===== src/rtl/axis_elastic_buffer.sv =====
// AXI-Stream style elastic buffer: circular storage of {last, data} beats with an
// optional zero-latency bypass when empty (REG_OUT=0) and a registered upstream ready.
module axis_elastic_buffer #(
  parameter int DWIDTH  = 8,
  parameter int DEPTH   = 4,
  parameter bit REG_OUT = 1'b0
) (
  input  logic                       clk,
  input  logic                       rst,
  input  logic [DWIDTH-1:0]          i_data,
  input  logic                       i_last,
  input  logic                       i_valid,
  output logic                       o_ready,
  output logic [DWIDTH-1:0]          o_data,
  output logic                       o_last,
  output logic                       o_valid,
  input  logic                       i_ready,
  output logic [$clog2(DEPTH+1)-1:0] o_count
);

  localparam int CW = $clog2(DEPTH + 1);
  localparam int PW = $clog2(DEPTH);
  localparam logic [CW-1:0] FULL_CNT = CW'(DEPTH);
  localparam logic [PW-1:0] LAST_PTR = PW'(DEPTH - 1);

  logic [DWIDTH:0] mem_r [DEPTH];
  logic [PW-1:0]   wr_ptr_r;
  logic [PW-1:0]   rd_ptr_r;
  logic [CW-1:0]   count_r;
  logic [CW-1:0]   count_nxt_s;
  logic            ready_r;
  logic            empty_s;
  logic            bypass_mode_s;
  logic            push_s;
  logic            pop_s;
  logic            wr_en_s;
  logic            rd_en_s;

  function automatic logic [PW-1:0] ptr_inc(input logic [PW-1:0] ptr);
    if (ptr == LAST_PTR) begin
      return {PW{1'b0}};
    end else begin
      return ptr + PW'(1);
    end
  endfunction

  assign empty_s       = (count_r == {CW{1'b0}});
  assign bypass_mode_s = (REG_OUT == 1'b0) && empty_s;
  assign push_s        = i_valid && ready_r;
  assign pop_s         = o_valid && i_ready;
  // A beat that is taken downstream in the same cycle it arrives never touches storage.
  assign wr_en_s       = push_s && !(bypass_mode_s && i_ready);
  assign rd_en_s       = pop_s && !empty_s;

  // Downstream view: bypass of the upstream beat when empty, else the head entry.
  always_comb begin
    o_valid = 1'b0;
    o_data  = {DWIDTH{1'b0}};
    o_last  = 1'b0;
    if (rst) begin
      o_valid = 1'b0;
    end else if (bypass_mode_s) begin
      o_valid = push_s;
      o_data  = i_data;
      o_last  = i_last;
    end else if (!empty_s) begin
      o_valid = 1'b1;
      {o_last, o_data} = mem_r[rd_ptr_r];
    end else begin
      o_valid = 1'b0;
    end
  end

  // Occupancy after this cycle's write and read.
  always_comb begin
    count_nxt_s = count_r;
    case ({wr_en_s, rd_en_s})
      2'b10:   count_nxt_s = count_r + CW'(1);
      2'b01:   count_nxt_s = count_r - CW'(1);
      default: count_nxt_s = count_r;
    endcase
  end

  // Pointers, occupancy and the registered upstream ready.
  always_ff @(posedge clk or posedge rst) begin
    if (rst) begin
      wr_ptr_r <= {PW{1'b0}};
      rd_ptr_r <= {PW{1'b0}};
      count_r  <= {CW{1'b0}};
      ready_r  <= 1'b0;
    end else begin
      if (wr_en_s) begin
        wr_ptr_r <= ptr_inc(wr_ptr_r);
      end
      if (rd_en_s) begin
        rd_ptr_r <= ptr_inc(rd_ptr_r);
      end
      count_r <= count_nxt_s;
      ready_r <= (count_nxt_s < FULL_CNT);
    end
  end

  // Storage array; contents are irrelevant until written, so no reset.
  always_ff @(posedge clk) begin
    if (wr_en_s) begin
      mem_r[wr_ptr_r] <= {i_last, i_data};
    end
  end

  assign o_ready = ready_r;
  assign o_count = count_r;

endmodule


===== config.mk =====
export PLATFORM = sky130hd
export DESIGN_NAME = axis_elastic_buffer
export DESIGN_NICKNAME = d
export VERILOG_FILES = /design/src/rtl/axis_elastic_buffer.sv
export SDC_FILE = /design/constraint.sdc
export NUM_CORES = 1
export LEC_CHECK = 0
export ABC_AREA = 1
export CORE_MARGIN = 2
export CORE_UTILIZATION = 54
export CTS_CLUSTER_SIZE = 30
export DETAILED_ROUTE_END_ITERATION = 16
export PLACE_DENSITY = 0.88
export SLEW_MARGIN = 20
export SYNTH_ARGS = -nofsm -noshare
export SYNTH_HDL_FRONTEND = slang
export SYNTH_SLANG_ARGS = --single-unit

===== constraint.sdc =====
create_clock -name clk -period 2.2 [get_ports clk]
set_input_delay 0.55 -clock clk [delete_from_list [all_inputs] [get_ports clk]]
set_output_delay 0.55 -clock clk [all_outputs]
set_load 0.02 [all_outputs]

# After elaboration in Yosys (flattened, before gate mapping)
# Memory sizes are Yosys's and may differ from the RTL's.
# Index checks and enable logic that the tools add are counted.
dict set report word_totals {
  reg_bits 8
  in_bits 13
  out_inout_bits 14
  word_cells 33
  mem_count 1
  ram_bits 36
}
# memory words word_bits rd rd_ports_with_merged_regs wr line_no
set mem_list {}
lappend mem_list {mem_r 4 9 1 0 1 26} ;# logic [DWIDTH:0] mem_r [DEPTH];
dict set report classes {
  n_addsub 4
  mux 11
  magnitude_cmp 1
  eq_ne 4
  reduce_logical 8
}
# cell n
set op_table {}
lappend op_table {{8-bit two-way mux} 2}
lappend op_table {{2-bit equality test (second input constant)} 3}
lappend op_table {{1-bit two-way mux} 6}
lappend op_table {{3-bit case mux with 2 select lines} 1}
lappend op_table {{1-bit logical AND} 5}
lappend op_table {{2-bit by 1-bit adder with 2-bit output (second input constant)} 2}
lappend op_table {{2-bit two-way mux} 2}
lappend op_table {{3-bit by 1-bit adder with 3-bit output (second input constant)} 1}
lappend op_table {{3-bit logical NOT} 1}
lappend op_table {{3-bit less-than comparator (second input constant)} 1}
lappend op_table {{3-bit by 1-bit subtractor with 3-bit output (second input constant)} 1}
lappend op_table {{2-bit by 1-bit equality test with 1-bit output (second input constant)} 1}
lappend op_table {{1-bit logical NOT} 2}

# Depth between registers and ports, before layout
# Gate-level depths: netlist of run 1.
dict set report logic_depth {
  ltp_word 8
  mapped_depth 11
  depth_no_buf 11
}

# Least setup slack after synthesis of run 1
# Ideal clock, no wire load.
dict set report synth_timing {
  path_type {reg-to-reg}
  startpoint {register count_r[1], in the netlist o_count[1]}
  endpoint {register ready_r, in the netlist o_ready}
  setup_ns 0.114
  path_buffers 0
  synth_period_minus_slack_ns 2.068
  arrival_ns 1.953
  path_slack_ns 0.132
  path_stages_with_launch 12
  required_ns 2.086
  path_cell_list {dfrtp_1 nor2_2 nand2_1 nand3_1 inv_1 ha_1 fa_1 or2_2 nand3_1 nand2_1 nand2_1 inv_1}
}
dict set report synth_between {
  elab_chain_cells 8
  elab_cells_between_ends 15
  cone_classes {add/sub (2); order compare (1); eq/ne (2); mux (3); reduce/logical (7)}
}
# element line_no
set synth_rtl {}
lappend synth_rtl {{start: declaration} 29} ;# logic [CW-1:0] count_r;
lappend synth_rtl {{start signal: assignment} 89} ;# count_r <= {CW{1'b0}};
lappend synth_rtl {{start signal: assignment} 98} ;# count_r <= count_nxt_s;
lappend synth_rtl {{3-bit logical NOT *} 47} ;# assign empty_s = (count_r == {CW{1'b0}});
lappend synth_rtl {{1-bit two-way mux} 62} ;# end else if (bypass_mode_s) begin
lappend synth_rtl {{1-bit two-way mux} 60} ;# if (rst) begin
lappend synth_rtl {{1-bit logical AND} 50} ;# assign pop_s = o_valid && i_ready;
lappend synth_rtl {{1-bit logical AND *} 53} ;# assign rd_en_s = pop_s && !empty_s;
lappend synth_rtl {{named net rd_en_s} 37} ;# logic rd_en_s;
lappend synth_rtl {{2-bit by 1-bit equality test with 1-bit output / 2-bit equality test (equally long branches)} 77} ;# case ({wr_en_s, rd_en_s})
lappend synth_rtl {{3-bit case mux with 2 select lines *} 77}
lappend synth_rtl {{3-bit less-than comparator *} 99} ;# ready_r <= (count_nxt_s < FULL_CNT);
lappend synth_rtl {{end signal: assignment} 99}
lappend synth_rtl {{end: declaration} 31} ;# logic ready_r;
# Mark *: on every way through the listed nets, which the timed path passes. The rest lies on a longest branch.
# A chain may end at the register's enable or synchronous reset.

# Final worst setup path of run 1
dict set report layout_timing {
  startpoint {input port rst}
  endpoint {output port o_valid}
}
dict set report layout_between {
  elab_chain_cells 1
}
# element line_no
set layout_rtl {}
lappend layout_rtl {{start: declaration} 9} ;# input logic rst,
lappend layout_rtl {{1-bit two-way mux} 60}
lappend layout_rtl {{end: declaration} 16} ;# output logic o_valid,
# No other way between the ends.

==> flow_summary.ini, run 1 <==
[status]
status = finished, final reports clean

[routing]
wl_met3_um = 225
drc = 0
wl_met2_um = 2440
drt-total-wl_um = 4510
dr.pass1.iters = 4
wl_per_cell_um = 14.8
ant_nets = 0
top_layer_used = met4
via_per_inst = 5.27
wl_met1_um = 1770
routed-via-count = 1607
drt-initial-drc-count = 43

[timing]
rsz0062_at_grt = false
slew_headroom = 0.834
fmax_mhz = 464
worst_slew_pin_slew_ns = 0.249
drv_slew = 0
hold_viol_final = 0
finalSetupViolCount = 0
fin_crit_sh = 0.980
skew_ns = 0.00375
layout_min_cycle_time_ns = 2.16

[floorplan]
initial_core_util = 0.563
die_h_um = 65.8
num_rows = 22
dieArea_um2 = 4330
io_pins = 27
die_w_um = 65.8
core_region_area_um2 = 3660

[clock_tree]
clkTransAtPathRegs_ns = 0.08
cts_buffer_depth = 2
clock_latency_ns = 0.29
clock_sinks = 44
cts_buffers = 5
cts_tree = built
h-tree-depth = 2
cts-root-buf = clkbuf_8

[finish]
nNetsFinal = 276
antenna_cells = 0
mostFrequentLayoutCell = nand2_1
utilization = 0.724
fillCellCount = 253
areaGrowthSynthToFinish_pct = 28.6
drive_gt1_frac = 0.237
final_cell_mix = nand2_1, edfxtp_1, buf_4
multi_input_area_um2 = 681
ff_latch_area_um2 = 1280

[grt]
grt_max_degree = 19
antenna_found_initial = 0
overflow = 0
grt_pass1_vias = 1575
grt_pass1_wl_um = 7090
track_usage = 0.229

[yosys]
synth_seq_area_share = 0.621
synth_cells = 197
syn-num-nets = 217
synth_warnings = 0
ys_ff_latch = 44
syn_area_um2 = 2060
ys_types = 25
syn_avg_cell_area_um2 = 10.5

[pwr]
p_leak_nw = 1.15
total_power_mw = 3.26
vdd_drop_max_mv = 0.711
power.density_nw_per_um2 = 1230

[placement]
gp_congestion = 0.730
port-buffer-count = 26
post-dp-hpwl_um = 3210

[critical_path]
critPathSlowestCell = clkdlybuf4s50_1
critPathMaxFanout = 10
cpPeakStageDelay_ns = 0.47
crit_type = in2out
crit_path_end_kind = output port
crit_chain = clkdlybuf4s50_1 > inv_2 > buf_12 > o21ai_0 > inv_1 > clkdlybuf4s15_2
critPathLaunchType = input port
cp.arrival_ns = 1.61
crit_required_ns = 1.65

[flow_run]
cap_violations = 0

[hold_path]
hp-class = in2async
-- stage by stage --
step | setup slack (ns) | setup TNS (ns) | hold WS, ns | instance area [µm²] | std cells
global placement | -0.405 | -4.15 | 0.525 | 2590 | 297
global route | 0.00478 | 0 | 0.552 | 2650 | 305
CTS | 0.00282 | 0 | 0.548 | 2640 | 305
detailed placement | -0.422 | -4.42 | 0.533 | 2590 | 297
floorplan | 0.132 | 0 | 0.491 | 2060 | 197
finish | 0.0435 | 0 | 0.544 | 2650 | 305
-- Yosys cell counts --
cell      count  share of area
nand2_1      70           0.13
edfxtp_1     36           0.52
nand3_1      21          0.051
inv_1        13          0.024
a21oi_1       9          0.022
nand3b_1      9          0.033
dfrtp_1       8          0.097
ha_1          6          0.036
nor2_1        4         0.0073
buf_2         3         0.0073
buf_4         2         0.0073
buf_6         2          0.011
o21ai_0       2         0.0049
clkbuf_1      1         0.0018
clkinv_1      1         0.0018
fa_1          1         0.0097
inv_2         1         0.0018
nand2_4       1         0.0055
nand3_4       1         0.0085
nand4_1       1         0.0030
nor2_2        1         0.0030
o21ai_1       1         0.0024
or2_0         1         0.0030
or2_2         1         0.0030
xnor2_1       1         0.0042
-- final cells by class --
| type | count | area share |
|---|---|---|
| timing repair buffer | 60 | 0.183 |
| inverter | 15 | 0.0231 |
| clock inverter | 2 | 0.00425 |
| tap | 48 | 0.0227 |
| clock buffer | 6 | 0.0274 |
| multi-input combinational | 130 | 0.257 |
| sequential | 44 | 0.483 |
-- metal layers --
| metal | global-route usage | vias up |
|---|---|---|
| met2 | 0.409 | 45 |
| met5 | 0 | - |
| met4 | 0.0859 | 0 |
| li1 | - | 772 |
| met1 | 0.271 | 782 |
| met3 | 0.0460 | 8 |
-- kinds of logic after synthesis --
family	Yosys count	synth area share
AO/OA/AOI/OAI	12	0.0291
XOR/XNOR	1	0.00425
adder cells (fa/ha/maj)	7	0.0461
buffers and inverters	23	0.0546
flip-flops	44	0.621
AND/OR/NAND/NOR	110	0.245
-- sequential cells by signal, indices dropped and copies added, names as in the netlist, named ones only --
name      cells
mem_r        36
o_count       2
rd_ptr_r      2
wr_ptr_r      2
o_ready       1
-- worst paths after layout --
| check | start | end | slack, ns | cells past startpoint |
|---|---|---|---|---|
| max in group asynchronous | rst | rd_ptr_r[0] | 1.42 | 4 |
| worst max-delay path | rst | o_valid | 0.04 | 6 |
| worst min-delay path | rst | wr_ptr_r[0] | 0.54 | 3 |
| worst max register to register | flip-flop | o_ready | 0.19 | 12 |
| min in group clk | wr_ptr_r[1] | wr_ptr_r[1] | 0.55 | 2 |
| worst min register to register | wr_ptr_r[1] | wr_ptr_r[1] | 0.55 | 2 |
-- critical path: cells and delay by family --
kind	cells	cell delay, ns
buf+inv	5	0.97
compound gates	1	0.08
-- power by group --
part / total (mW) / switching [mW] / internal [mW]
clock: 0.479 / 0.259 / 0.220
combinational: 1.60 / 0.959 / 0.637
sequential: 1.18 / 0.0919 / 1.09
-- what timing repair did --
action                                  CTS  global route
gates resized for setup                  43             4
hold buffers                              0             0
endpoints found under the setup margin   12             4
setup buffers                             0             0
Note: power is estimated with default switching activity, not from simulation.
==> inputs of run 2 (changes only) <==
--- a/config.mk
+++ b/config.mk
@@ -8,7 +8,6 @@
 export ABC_AREA = 1
 export CORE_MARGIN = 2
 export CORE_UTILIZATION = 54
-export CTS_CLUSTER_SIZE = 30
 export DETAILED_ROUTE_END_ITERATION = 16
 export PLACE_DENSITY = 0.88
 export SLEW_MARGIN = 20
==> results of run 2 <==
No change in the layout: final DEF, timing and power equal those of run 1.
